`src/rtl/seq_comparator_pkg.sv`:
```
`default_nettype none
// ============================================================================
// Module   : seq_comparator_pkg
// Purpose  : FSM states, cascade record and sizing helpers shared by the
//            nibble-serial magnitude comparator.
// Revision : 1.0 - initial release
// ============================================================================
package seq_comparator_pkg;

  typedef enum logic [1:0] {
    ST_IDLE = 2'd0,
    ST_RUN  = 2'd1,
    ST_DONE = 2'd2
  } state_t;

  typedef struct packed {
    logic g;
    logic e;
    logic l;
  } cascade_t;

  // Starting point of every compare: "equal so far"
  localparam cascade_t CASCADE_RESET = '{g: 1'b0, e: 1'b1, l: 1'b0};

  function automatic int idx_width(input int nib);
    return (nib > 1) ? $clog2(nib) : 1;
  endfunction

endpackage
`default_nettype wire

```
`src/rtl/comparator.sv`:
```
`default_nettype none
// ============================================================================
// Module   : comparator
// Purpose  : 4-bit cascadable magnitude slice; equal nibbles defer to the
//            cascade inputs from the less significant slices.
// Revision : 1.0 - initial release
// ============================================================================
module comparator (
  input  logic [3:0] a,
  input  logic [3:0] b,
  input  logic       g_in,
  input  logic       e_in,
  input  logic       l_in,
  output logic       g_out,
  output logic       e_out,
  output logic       l_out
);

  always_comb begin
    g_out = g_in;
    e_out = e_in;
    l_out = l_in;
    if (a > b) begin
      g_out = 1'b1;
      e_out = 1'b0;
      l_out = 1'b0;
    end else if (a < b) begin
      g_out = 1'b0;
      e_out = 1'b0;
      l_out = 1'b1;
    end
  end

endmodule
`default_nettype wire

```
`src/rtl/seq_comparator.sv`:
```
`default_nettype none
// ============================================================================
// Module   : seq_comparator
// Purpose  : Nibble-serial signed/unsigned comparator, LSB nibble first,
//            result after WIDTH/4 RUN cycles.
// Revision : 1.0 - initial release
// ============================================================================
module seq_comparator
  import seq_comparator_pkg::*;
#(
  parameter int WIDTH = 16
) (
  input  logic             clk,
  input  logic             rst,
  input  logic             start,
  input  logic             signed_mode,
  input  logic [WIDTH-1:0] a,
  input  logic [WIDTH-1:0] b,
  output logic             ready,
  output logic             done,
  output logic             gt,
  output logic             eq,
  output logic             lt
);

  localparam int NIB  = WIDTH / 4;
  localparam int IDXW = idx_width(NIB);
  localparam logic [IDXW-1:0] LAST_IDX = IDXW'(NIB - 1);

  state_t           state;
  state_t           next_state;
  logic [WIDTH-1:0] a_q;
  logic [WIDTH-1:0] b_q;
  logic             smode_q;
  logic [IDXW-1:0]  idx;
  cascade_t         casc;
  cascade_t         slice_out;
  logic [3:0]       nib_a;
  logic [3:0]       nib_b;
  logic             last;
  logic             accept;

  assign ready  = (state != ST_RUN);
  assign done   = (state == ST_DONE);
  assign accept = start && ready;
  assign last   = (idx == LAST_IDX);

  // Flipping the sign bit of the top nibble maps two's complement onto
  // unsigned ordering, so the same slice serves both modes.
  assign nib_a = a_q[{idx, 2'b00} +: 4] ^ {smode_q & last, 3'b000};
  assign nib_b = b_q[{idx, 2'b00} +: 4] ^ {smode_q & last, 3'b000};

  comparator u_slice (
    .a     (nib_a),
    .b     (nib_b),
    .g_in  (casc.g),
    .e_in  (casc.e),
    .l_in  (casc.l),
    .g_out (slice_out.g),
    .e_out (slice_out.e),
    .l_out (slice_out.l)
  );

  always_ff @(posedge clk) begin
    if (rst) state <= ST_IDLE;
    else     state <= next_state;
  end

  always_comb begin
    next_state = state;
    case (state)
      ST_IDLE: if (start) next_state = ST_RUN;
      ST_RUN:  if (last)  next_state = ST_DONE;
      ST_DONE: next_state = start ? ST_RUN : ST_IDLE;
      default: next_state = ST_IDLE;
    endcase
  end

  always_ff @(posedge clk) begin
    if (rst) begin
      a_q     <= '0;
      b_q     <= '0;
      smode_q <= 1'b0;
      idx     <= '0;
      casc    <= CASCADE_RESET;
      gt      <= 1'b0;
      eq      <= 1'b0;
      lt      <= 1'b0;
    end else if (accept) begin
      a_q     <= a;
      b_q     <= b;
      smode_q <= signed_mode;
      idx     <= '0;
      casc    <= CASCADE_RESET;
    end else if (state == ST_RUN) begin
      casc <= slice_out;
      if (last) begin
        gt <= slice_out.g;
        eq <= slice_out.e;
        lt <= slice_out.l;
      end else begin
        idx <= idx + 1'b1;
      end
    end
  end

endmodule
`default_nettype wire

```
`config.mk`:
```
export PLATFORM = sky130hd
export DESIGN_NAME = seq_comparator
export DESIGN_NICKNAME = d
export VERILOG_FILES = /design/src/rtl/seq_comparator_pkg.sv /design/src/rtl/comparator.sv /design/src/rtl/seq_comparator.sv
export SDC_FILE = /design/constraint.sdc
export NUM_CORES = 1
export LEC_CHECK = 0
export ABC_AREA = 0
export CAP_MARGIN = 20
export CORE_MARGIN = 5
export CORE_UTILIZATION = 45
export DETAILED_ROUTE_END_ITERATION = 16
export PLACE_DENSITY = 0.74
export SLEW_MARGIN = 20
export SYNTH_ARGS = -nofsm -noshare
export SYNTH_HDL_FRONTEND = slang
export SYNTH_SLANG_ARGS = --single-unit
```
`constraint.sdc`:
```
create_clock -name clk -period 2.05 [get_ports clk]
set_input_delay 0.5125 -clock clk [delete_from_list [all_inputs] [get_ports clk]]
set_output_delay 0.5125 -clock clk [all_outputs]
set_load 0.1 [all_outputs]
```
==> results list, run 1 <==
* Root Buffer: sky130_fd_sc_hd__clkbuf_8
- Area added between synthesis and finish: 28.54%
- The final number of max-transition violations was 0.
- Routability-driven placement finished with a final weighted congestion of 0.7428.
- Diodes inserted: 0
* Most frequent cells after synthesis: 69 x sky130_fd_sc_hd__nand2_1, 43 x sky130_fd_sc_hd__dfxtp_1, 28 x sky130_fd_sc_hd__a21oi_1, 12 x sky130_fd_sc_hd__a21oi_2
- STA classifies the critical path endpoint as a flip-flop.
* Maximum root-to-sink buffer count: 2
- Post-route setup slack: -0.003636 ns
- Across the routed clock network, the largest skew measured is 0.004831 ns.
* Post-synth top flop: sky130_fd_sc_hd__dfxtp_1
- The number of antenna violations at the first check in global routing is 0.
* Routed Antenna Nets: 0
- The compound-cell area share of the yosys netlist is 0.1619.
* Final Critical Period: 2.054 ns
- Slew @ Worst Pin: 0.4165 ns
- In the synthesized netlist, the number of instances is 219.
- After synthesis, the share of cell area in mux cells is 0.09074.
- Clock transition at the registers of the reported paths: 0.08 ns
- The die is 76.43 µm tall.
- Avg Vias per Cell: 5.038
- Across every metal layer, demand over resource in global routing totals 0.1453.
* Flop-to-flop setup slack: -0.004 ns
- Top-level I/O count: 41
* Post-detail-place hpwl: 2.997 mm
- Asr flop ratio synth: 0
* Worst path required time: 2.24 ns
- Largest net degree at the start of global routing: 35
* Largest driver fanout on the critical path: 5
- Summed instance area of the synthesized netlist: 1986 µm²
- Sequential-to-total area share from yosys stat: 0.4335
- Of the cells placed in the final design, the portion with a size suffix greater than 1 is 0.2129.
- The first global-routing pass estimated 7.079 mm of wire.
* Width of the die: 76.43 µm
- For this run, the post-layout net count is 303.
- Kind of start point of the critical path: flip-flop
* Post-DR wirelength/cell: 12.51 µm
- Met3 Resource Use GR: 0.05083
* Main combinational cell family by area after synthesis: simple AND/OR/NAND/NOR gates
* Failing checks: setup timing
- Power density of the placed cells: 721.7 nW/µm²
* RSZ-0062 raised after global routing: true
- For this run, the top clock speed supported by timing is 0.4869 GHz.
* Run status: finished with violations
- The startpoint identified for the worst hold timing path is b_q[6].
- Yosys mapped a number of flops with a built-in enable equal to 0.
* H-Tree Level Count: 2
* Crit path largest cell delay: 0.51 ns
- The share of synthesized area in the top cell type comes to 0.4335.
- Count of TritonRoute iterations in the first routing pass: 4
- TritonCTS built the clock tree.
- CTS sink count: 43
- Global routing's busiest layer: met2
- For this design, the slowest cell found on the critical path is sky130_fd_sc_hd__mux4_2.
- In this run the worst hold path is classified as reg2reg.
- Slew margin rel.: 0.7224
- The final count of hold timing violations is 0.
- Tracing the worst setup path back leads to its startpoint at idx[0].
- For this block, the via count after detailed routing is 1,587.
- Cells taking the most area after synthesis: sky130_fd_sc_hd__dfxtp_1 43%, sky130_fd_sc_hd__nand2_1 13%, sky130_fd_sc_hd__mux4_2 9.1%
* CP Data Arrival Time: 2.25 ns
* Placed insts: 307
- Critical path cell sequence: mux4_2 > xor2_1 > ha_1 > nand4_1 > a21o_1 > o41ai_2
- The first routing iteration left 77 violations.
- Std-Cell Core Area: 4324 µm²
- Excluding fillers, the count of instances in the completed layout stands at 315.
- Final total power: 1.842 mW
- DRC: 0
- The number of global-route vias before repair came to 1,625.
- Synthesized area divided by synthesized cell count: 9.067 µm²
- The floorplan has 24 rows.
- After synthesis the netlist holds a flip-flop and latch count of 43.
* GRT met1 Usage: 0.1692
- The setup path with the least slack is of type reg2reg.
- CTS Hold Bufs: 0
- The die covers 5841 µm².
- Post-synthesis share of cell area spent on full adders, half adders and majority gates: 0.03151
* Initial cell density of the core: 0.4592
- sky130_fd_sc_hd__dfxtp_1 takes more of the synthesized area than any other cell.
- Setup-failing EPs final: 1
* Number of buffers created by CTS: 5
- Summed over all cells, the static leakage comes to 0.9728 nW.
- Met2 track utilization from global routing: 0.2466
- The tool flagged a number of max-cap violations equal to 0.
* Syn Nets: 260
- Clock latency on the worst-skew pair, taken at its later pin, is 0.29 ns.
* Simple logic cell fraction of the synthesized area: 0.1903
- Launching point of the worst reg2reg path: idx[0]
- Cell with the most instances after synthesis: sky130_fd_sc_hd__nand2_1
- Wire length after detailed routing: 3.940 mm
* Congestion Overflow GR: 0
- Synthesized-area fraction occupied by xor and xnor cells: 0.008822
- The netlist uses 32 different library cells.
- VDD sags by at most 0.3793 mV.
* Count of buffers from port buffering: 40
- In the finished design, the share of the clock period the worst path needs comes to 1.002.
- Number of warning messages in the yosys log: 0
[layer usage]
metal	vias up	wire length, µm
met1	714	1723
li1	826	-
met2	39	1911
met3	8	235
met5	-	0
met4	0	70
[through the flow]
stage               instance area (µm²)  setup TNS (ns)  utilization  hold WS, ns  worst slack (ns)
detailed placement                 2412         -0.2669       0.5579       0.4468          -0.07437
global route                       2552         -0.4164       0.5903       0.4849          -0.09826
floorplan                          1989      -0.0007763            -       0.4331        -0.0007763
CTS                                2552       -0.006373       0.5903       0.4583         -0.006373
global placement                   2412               0       0.5579       0.4417           0.03517
finish                             2552       -0.003636       0.5903       0.4542         -0.003636
[placed cells by master (no fill, tap or decap), drive strengths merged, types with 2 or more instances in the layout]
master	synthesis	final
nand2	70	70
dfxtp	43	43
a21oi	40	40
clkdlybuf4s50	0	34
buf	9	16
inv	10	10
mux4	8	8
nor2	8	8
clkbuf	5	8
ha	5	5
nor3	4	4
a32o	2	2
o21ai	2	2
[path summary, 6_finish.rpt]
kind	to	depth (start not counted)
worst max-delay path	eq	6
worst min-delay path	b_q[6]	2
worst max register to register	eq	6
worst min register to register	b_q[6]	2
[power by group]
group	leakage, nW	internal, mW	switching (mW)	total (mW)
clock	0.0515	0.307	0.271	0.579
sequential	0.354	0.884	0.0299	0.914
combinational	0.568	0.170	0.179	0.350
[state kept, by name, indices dropped and copies added, names as in the netlist]
register and cells:
b_q 16, lt 1, a_q 16, eq 1
gt 1, state 2, smode_q 1, casc 3
idx 2
[worst max-delay path, delay by kind of cell (launching register included)]
family	cells	cell delay (ns)
AOI/OAI and AO/OA	2	0.44
xor gates and xnor gates	1	0.15
adders and majority gates	1	0.32
DFF	1	0.38
muxes	1	0.51
and+or+nand+nor	1	0.15
[final cells by class]
type | count | area [µm²]
clock buffer | 8 | 100.1
fill | 387 | 1772
inverter | 10 | 40.04
multi-input combinational | 152 | 998.5
sequential | 43 | 865.8
tap | 52 | 65.06
timing repair buffer | 50 | 483.0
[cells by family (layout without fill, tap and decap cells)]
family	after synthesis	in the layout
AND/OR/NAND/NOR	87	87
AO/OA/AOI/OAI	50	50
flip-flops	43	43
buffers and inverters	24	68
multiplexers	8	8
adder cells (fa/ha/maj)	5	5
XOR/XNOR	2	2
[timing repair]
item | 4_1_cts | 5_1_grt
gates cloned | 0 | 0
pin swaps | 1 | 2
buffers inserted | 0 | 0
resized for setup | 8 | 0
setup endpoints to repair | 5 | 6
Power figures use the tool's default switching activity.
==> inputs of run 2 (changes only) <==
--- a/config.mk
+++ b/config.mk
@@ -7,10 +7,10 @@
 export LEC_CHECK = 0
 export ABC_AREA = 0
 export CAP_MARGIN = 20
-export CORE_MARGIN = 5
-export CORE_UTILIZATION = 45
+export CORE_MARGIN = 2
+export CORE_UTILIZATION = 50
 export DETAILED_ROUTE_END_ITERATION = 16
-export PLACE_DENSITY = 0.74
+export PLACE_DENSITY = 0.78
 export SLEW_MARGIN = 20
 export SYNTH_ARGS = -nofsm -noshare
 export SYNTH_HDL_FRONTEND = slang
==> constraint.sdc (replaced) <==
create_clock -name clk -period 2.3 [get_ports clk]
set_input_delay 0.575 -clock clk [delete_from_list [all_inputs] [get_ports clk]]
set_output_delay 0.575 -clock clk [all_outputs]
set_load 0.1 [all_outputs]
==> run 2 against run 1 <==
Against the previous run: the flow now finishes without violations; sequential power is 11% lower; routed wire length fell by 3.6%; global-route usage is 4.4 points higher; register-to-register slack better by 0.15 ns.
==> results list, run 2 (synthesized netlist as in run 1, its figures left out) <==
* Run status: finished clean
* Final weighted congestion in routability-driven placement: 0.7832 (+5.4%)
- The final total negative setup slack is 0 ns (+0.003636 ns).
- The number of I/O pins is 41 (unchanged).
- Commonest cells after routing, fill and taps aside: 69 x sky130_fd_sc_hd__nand2_1, 41 x sky130_fd_sc_hd__dfxtp_1, 34 x sky130_fd_sc_hd__clkdlybuf4s50_1, 28 x sky130_fd_sc_hd__a21oi_1, 12 x sky130_fd_sc_hd__a21oi_2
- Power density of the placed cells: 690.3 nW/µm² (-4.3%)
- Maximum root-to-sink buffer count: 2 (unchanged)
- The final number of max-transition violations came to 0 (unchanged).
* Num rows: 22 (-8.3%)
* Die area: 4492 µm² (-23%)
- Largest net degree at the start of global routing: 35 (unchanged)
- Diodes inserted: 0 (unchanged)
- From synthesis to final layout, the design area changed by 25.33%.
- The insertion delay of the later-clocked pin in the worst-skew pair is 0.30 ns (about the same).
* Slew @ Worst Pin: 0.4970 ns (+0.08052 ns)
- The final global-route overflow total is 0 (unchanged).
- CP Data Arrival Time: 2.36 ns (+0.11 ns)
* Final total power: 1.718 mW (-6.7%)
- DRC: 0 (unchanged)
* Flop-to-flop setup slack: 0.15 ns (+0.15 ns)
* H-Tree Level Count: 2 (unchanged)
* Launching point of the worst reg2reg path: idx[0]
- The post-route antenna net violation count is 0 (unchanged).
* Gates resized, CTS repair: 1 (-7)
- Floorplan die height: 67.02 µm (-12%)
- CTS sink count: 43 (unchanged)
- The post-placement worst setup slack was -0.01832 ns (+0.05605 ns).
* Number of global-route vias before repair: 1,426 (-12%)
* Post-detail-place hpwl: 2.778 mm (-7.3%)
* Tightest Hold Check Type: reg2reg
- Initial cell density of the core: 0.5304 (+0.07121)
- Post-DR wirelength/cell: 12.38 µm (-1.0%)
- CTS Hold Bufs: 0 (unchanged)
- The net count reported at finish was 299 (-1.3%).
* First DRT Iteration DRCs: 94 (+22%)
- Slowest stage cell, crit path: sky130_fd_sc_hd__mux4_2
- The number of max-capacitance violations reported came to 0 (unchanged).
- The maximum clock rate is 0.4645 GHz (-4.6%).
- Post-route setup slack: 0.1471 ns (+0.1508 ns)
* Depth of the worst hold-timing path: 2 (unchanged)
- The worst setup path is captured at a flip-flop.
* Slew margin rel.: 0.6687 (-0.05368)
- The via density per instance is 5.156 (+2.3%).
- The critical path is of the reg2reg type.
* Maximum VDD drop: 0.4069 mV (+7.3%)
- The cell area after layout came to 2489 µm² (-2.5%).
- Regs by FF count: a_q (16), b_q (16), casc (3)
- Total routing usage reported by global routing: 0.1896 (+0.04431)
- Final Hold Slack: 0.4605 ns (+0.006225 ns)
- The worst hold path terminates at b_q[12].
- Count of TritonRoute iterations in the first routing pass: 4 (unchanged)
* CTS tree: done
* Critical path cell sequence: buf_4 > mux4_2 > ha_1 > a21oi_1 > o21ai_1 > a311oi_1
- Setup repair after global routing left no endpoint under its margin.
- Post-DP Area: 2361 µm² (-2.1%)
* Critical R2R Capture: casc[0]
- Clock transition at the registers of the reported paths: 0.08 ns (about the same)
* Share of cells above drive strength 1: 0.1815 (-0.03146)
* Routed via count: 1,583 (-0.25%)
- The peak per-stage delay on the critical path came to 0.50 ns (about the same).
* Width of the die: 67.02 µm (-12%)
* Std-Cell Core Area: 3744 µm² (-13%)
- Startpoint of the tightest hold check path: b_q[12]
- Setup-failing EPs final: 0 (-1)
- The number of buffers created by CTS is 5 (unchanged).
- The clock skew after layout is 0.005529 ns (+0.0006976 ns).
- The final count of hold timing violations came to 0 (unchanged).
- Count of buffers from port buffering: 40 (unchanged)
- The number of antenna violations at the first check in global routing is 0 (unchanged).
* Largest driver fanout on the critical path: 5 (unchanged)
- Wire length of the first global-routing pass: 6.306 mm (-11%)
- The tree is rooted in a sky130_fd_sc_hd__clkbuf_8.
- The static leakage came to 0.9555 nW (-1.8%).
* Crit share post-route: 0.9360 (-0.06574)
- The sum of routed wire length over all layers came to 3.800 mm (-3.6%).
- The number of cells on the worst reg-to-reg path was 6 (unchanged).
* Post-CTS repair timing setup buffer count: 0 (unchanged)
* Commonest non-fill, non-tap cell in the layout: sky130_fd_sc_hd__nand2_1
- STA classifies the critical path startpoint as a flip-flop.
- Final Critical Period: 2.153 ns (+0.09925 ns)
- The required time of the critical path is 2.51 ns (+0.27 ns).
[run 2: worst max path at each step]
stage	end	slack, ns	from	cells after the start
detailed placement	casc[0]	-0.02	idx[0]	6
global route	casc[2]	0.02	idx[0]	7
CTS	casc[0]	0.05	idx[1]	6
floorplan	done	0.06	state[1]	1
global placement	casc[2]	0.13	idx[0]	6
finish	casc[0]	0.15	idx[0]	6
[run 2: cell type report]
cell class	count	area [µm²]
flip-flops and latches	43	863.3
clock inverters	2	35.03
multi-input cells	152	967.2
inverters	10	40.04
well taps	48	60.06
fillers	327	1255
clock buffers	6	82.58
repair buffers	46	440.4
[run 2: metal layers]
metal	track usage	routed length [µm]	vias up
li1	-	-	812
met1	0.2240	1735	717
met2	0.3069	1785	43
met3	0.06419	189	11
met4	0.08929	89	0
met5	0	0	-
[run 2: power by group]
part | internal [mW] | switching, mW
Sequential | 0.788 | 0.0287
Clock | 0.351 | 0.256
Combinational | 0.141 | 0.152
[run 2: critical path, delay by kind of cell (launching register included)]
family                   cells  cell delay [ns]
multiplexers                 1             0.50
AO/OA/AOI/OAI                3             0.67
buffers and inverters        1             0.17
adder cells (fa/ha/maj)      1             0.33
flip-flops                   1             0.40
[run 2: stage by stage]
| stage | utilization | instances |
|---|---|---|
| final | 0.6648 | 307 |
| after global routing | 0.6648 | 307 |
| after CTS | 0.6624 | 307 |
| after detailed placement | 0.6307 | 299 |
| after global placement | 0.6307 | 299 |
| after floorplan | - | 219 |
==> inputs of run 3 (changes only) <==
==> constraint.sdc (replaced) <==
create_clock -name clk -period 2.23 [get_ports clk]
set_input_delay 0.5575 -clock clk [delete_from_list [all_inputs] [get_ports clk]]
set_output_delay 0.5575 -clock clk [all_outputs]
set_load 0.1 [all_outputs]
==> run 3 against run 2 <==
Against the previous run: design area decreased by 1.6%; non-clock buffer count unchanged; clock power decreased by 25%; sequential share of layout area increased by 0.62 points; critical endpoint is now lt; largest cell class unchanged.
==> results list, run 3 (synthesized netlist as in run 1, its figures left out) <==
- Run status: finished clean
- Commonest cells after routing, fill and taps aside: 69 x sky130_fd_sc_hd__nand2_1, 42 x sky130_fd_sc_hd__dfxtp_1, 34 x sky130_fd_sc_hd__clkdlybuf4s50_1, 28 x sky130_fd_sc_hd__a21oi_1, 12 x sky130_fd_sc_hd__a21oi_2
- Maximum operating frequency: 0.4850 GHz (+4.4%)
- The post-CTS clock slew at the launch and capture registers of the worst setup and hold paths came to 0.08 ns (about the same).
- Max Clock Skew: 0.007884 ns (+0.002356 ns)
- Post-DR wirelength/cell: 11.99 µm (-3.2%)
* Slew @ Worst Pin: 0.4970 ns (-0.00001252 ns)
- Switching share of total power: 0.2626 (+0.007922)
- Number of buffers created by CTS: 5 (unchanged)
- Critical path cell sequence: mux4_2 > xor2_1 > ha_1 > nand4_1 > inv_1 > a21oi_1 > a211oi_1
- The part of the power in registers is 0.526 (+0.050).
- The number of placement rows is 22 (unchanged).
- The buffer and inverter count on the worst path was 1 (unchanged).
- Cell family with most CP delay: multiplexers
- Congestion Overflow GR: 0 (unchanged)
- Share of cells above drive strength 1: 0.1699 (-0.01158)
- Net switching power of the design: 0.4195 mW (-4.1%)
- Post-detail-place hpwl: 2.773 mm (-0.20%)
* WS Path Type: reg2reg
- The number of I/O pins came to 41 (unchanged).
* Area taken by flip-flops and latches: 864.6 µm² (+0.14%)
* Wire length of the first global-routing pass: 6.734 mm (+6.8%)
* Clock network power share: 0.285 (-0.069)
* Core utilization of the finished layout: 0.6541 (-0.01069)
* Later-pin clock latency in the skew report: 0.29 ns (about the same)
* Count of pins over their slew limit: 0 (unchanged)
* Largest driver fanout on the critical path: 6 (+1)
- The quantity of I/O buffers inserted on ports is 40 (unchanged).
- The peak per-stage delay on the critical path was 0.51 ns (about the same).
* Maximum root-to-sink buffer count: 2 (unchanged)
- The number of setup buffers added after CTS was 0 (unchanged).
- Slew margin rel.: 0.6687 (about the same)
- Compared with the post-synthesis result, the final layout area differs by 23.31%.
- Diodes inserted: 0 (unchanged)
- Width of the die: 67.02 µm (unchanged)
- The number of global-route vias before repair was 1,520 (+6.6%).
* CTS Hold Bufs: 0 (unchanged)
- CTS tree: done
* Avg Vias per Cell: 5.199 (+0.82%)
* CTS sink count: 43 (unchanged)
- The H-tree depth is 2 (unchanged).
- The area of the die was 4492 µm² (unchanged).
- The worst supply voltage drop on vdd came to 0.4422 mV (+8.7%).
* DRC: 0 (unchanged)
- Total negative setup slack: 0 ns (unchanged)
- Floorplan die height: 67.02 µm (unchanged)
- Int Power: 1.178 mW (-8.0%)
* Tightest Hold Check Type: reg2reg
- The total power consumption of the routed design is 1.598 mW (-7.0%).
- Regs by FF count: a_q (16), b_q (16), casc (3)
- The count of endpoints failing setup in the final report came to 0 (unchanged).
- The area taken by multi-input logic gates was 962.2 µm² (-0.52%).
- The via count was 1,596 (+0.82%).
- Count of TritonRoute iterations in the first routing pass: 4 (unchanged)
- LEAKAGE: 0.9304 nW (-2.6%)
* Kind of start point of the critical path: flip-flop
- The worst path arrival time came to 2.27 ns (-0.09 ns).
* Power density of the placed cells: 652.5 nW/µm² (-5.5%)
- The post-route antenna net violation count was 0 (unchanged).
* Proportion of power drawn by combinational gates: 0.189 (+0.018)
- The number of inserted filler cells in the final layout was 327 (unchanged).
- The total global-route track usage came to 0.1996 (+0.01005).
* Root Buffer: sky130_fd_sc_hd__clkbuf_8
* Max capacitance violation total: 0 (unchanged)
- The initial standard-cell utilization of the core is 0.5304 (unchanged).
- Commonest non-fill, non-tap cell in the layout: sky130_fd_sc_hd__nand2_1
* Std-Cell Core Area: 3744 µm² (unchanged)
* Crit share post-route: 0.9247 (-0.01138)
* Final Critical Period: 2.062 ns (-0.09091 ns)
- Number of antenna violations at the first check in global routing: 0 (unchanged)
- First DRT Iteration DRCs: 83 (-12%)
* Nets: 299 (unchanged)
* Final weighted congestion in routability-driven placement: 0.7654 (-2.3%)
- Wire length after detailed routing: 3.680 mm (-3.2%)
- The required time of the critical path was 2.43 ns (-0.08 ns).
- The largest individual stage delay along the critical path comes from the cell sky130_fd_sc_hd__mux4_2.
- Nature of the critical path endpoint: flip-flop
- Largest net degree at the start of global routing: 35 (unchanged)
- The worst hold margin was 0.4569 ns (-0.003548 ns).
* RSZ-0062 raised after global routing: false
- Hold Violations, Final: 0 (unchanged)
-- run 3: cell count changes in the layout (fill, tap and decap cells not counted), sizes merged --
cell,before,now
clkbuf,6,7
bufinv,1,0
-- run 3: stage by stage --
step	std cells	setup WS (ns)	instance area, µm²
floorplan	219	0.006852	1986
global placement	299	0.04565	2361
detailed placement	299	-0.01695	2361
CTS	307	0.06784	2444
global route	307	0.02139	2449
finish	307	0.1680	2449
-- run 3: path summary, 6_finish.rpt --
| check | start | depth (start not counted) | slack (ns) | endpoint |
|---|---|---|---|---|
| min reg2reg | b_q[4] | 2 | 0.46 | b_q[4] |
| min | b_q[4] | 2 | 0.46 | b_q[4] |
| max reg2reg | idx[0] | 7 | 0.17 | lt |
| max | idx[0] | 7 | 0.17 | lt |
-- run 3: what timing repair did --
action | in CTS | in global routing
setup endpoints to repair | 4 | 4
resized for setup | 1 | 3
hold endpoints to repair | 0 | 0
pin swaps | 0 | 0
-- run 3: cell type report --
type                    instances  area share
clock buffers                   7     0.03117
flip-flops and latches         43      0.3531
clock inverters                 1    0.002044
multi-input cells             152      0.3929
repair buffers                 46      0.1799
well taps                      48     0.02453
inverters                      10     0.01635
-- run 3: worst min-delay path, cell delays in order, from the launching register on --
cell and delay (ns):
sky130_fd_sc_hd__dfxtp_1 0.31, sky130_fd_sc_hd__nand2_1 0.05, sky130_fd_sc_hd__a21oi_1 0.05
-- run 3: power by group through the flow --
| stage | clock [mW] | combinational (mW) | sequential [mW] |
|---|---|---|---|
| 2_1_floorplan | 0 | 0.221 | 0.847 |
| 3_3_place_gp | 0 | 0.295 | 0.857 |
| 3_5_place_dp | 0 | 0.301 | 0.858 |
| 4_1_cts | 0.469 | 0.303 | 0.841 |
| 5_1_grt | 0.505 | 0.341 | 0.846 |
| 6_report | 0.456 | 0.302 | 0.840 |
-- run 3: per-layer routing --
layer  vias up  global-route usage  wire length [µm]
met5         -                   0                 0
met4         0             0.09439                89
met3        11             0.04561               185
met2        47              0.3156              1717
met1       720              0.2564              1687
li1        818                   -                 -
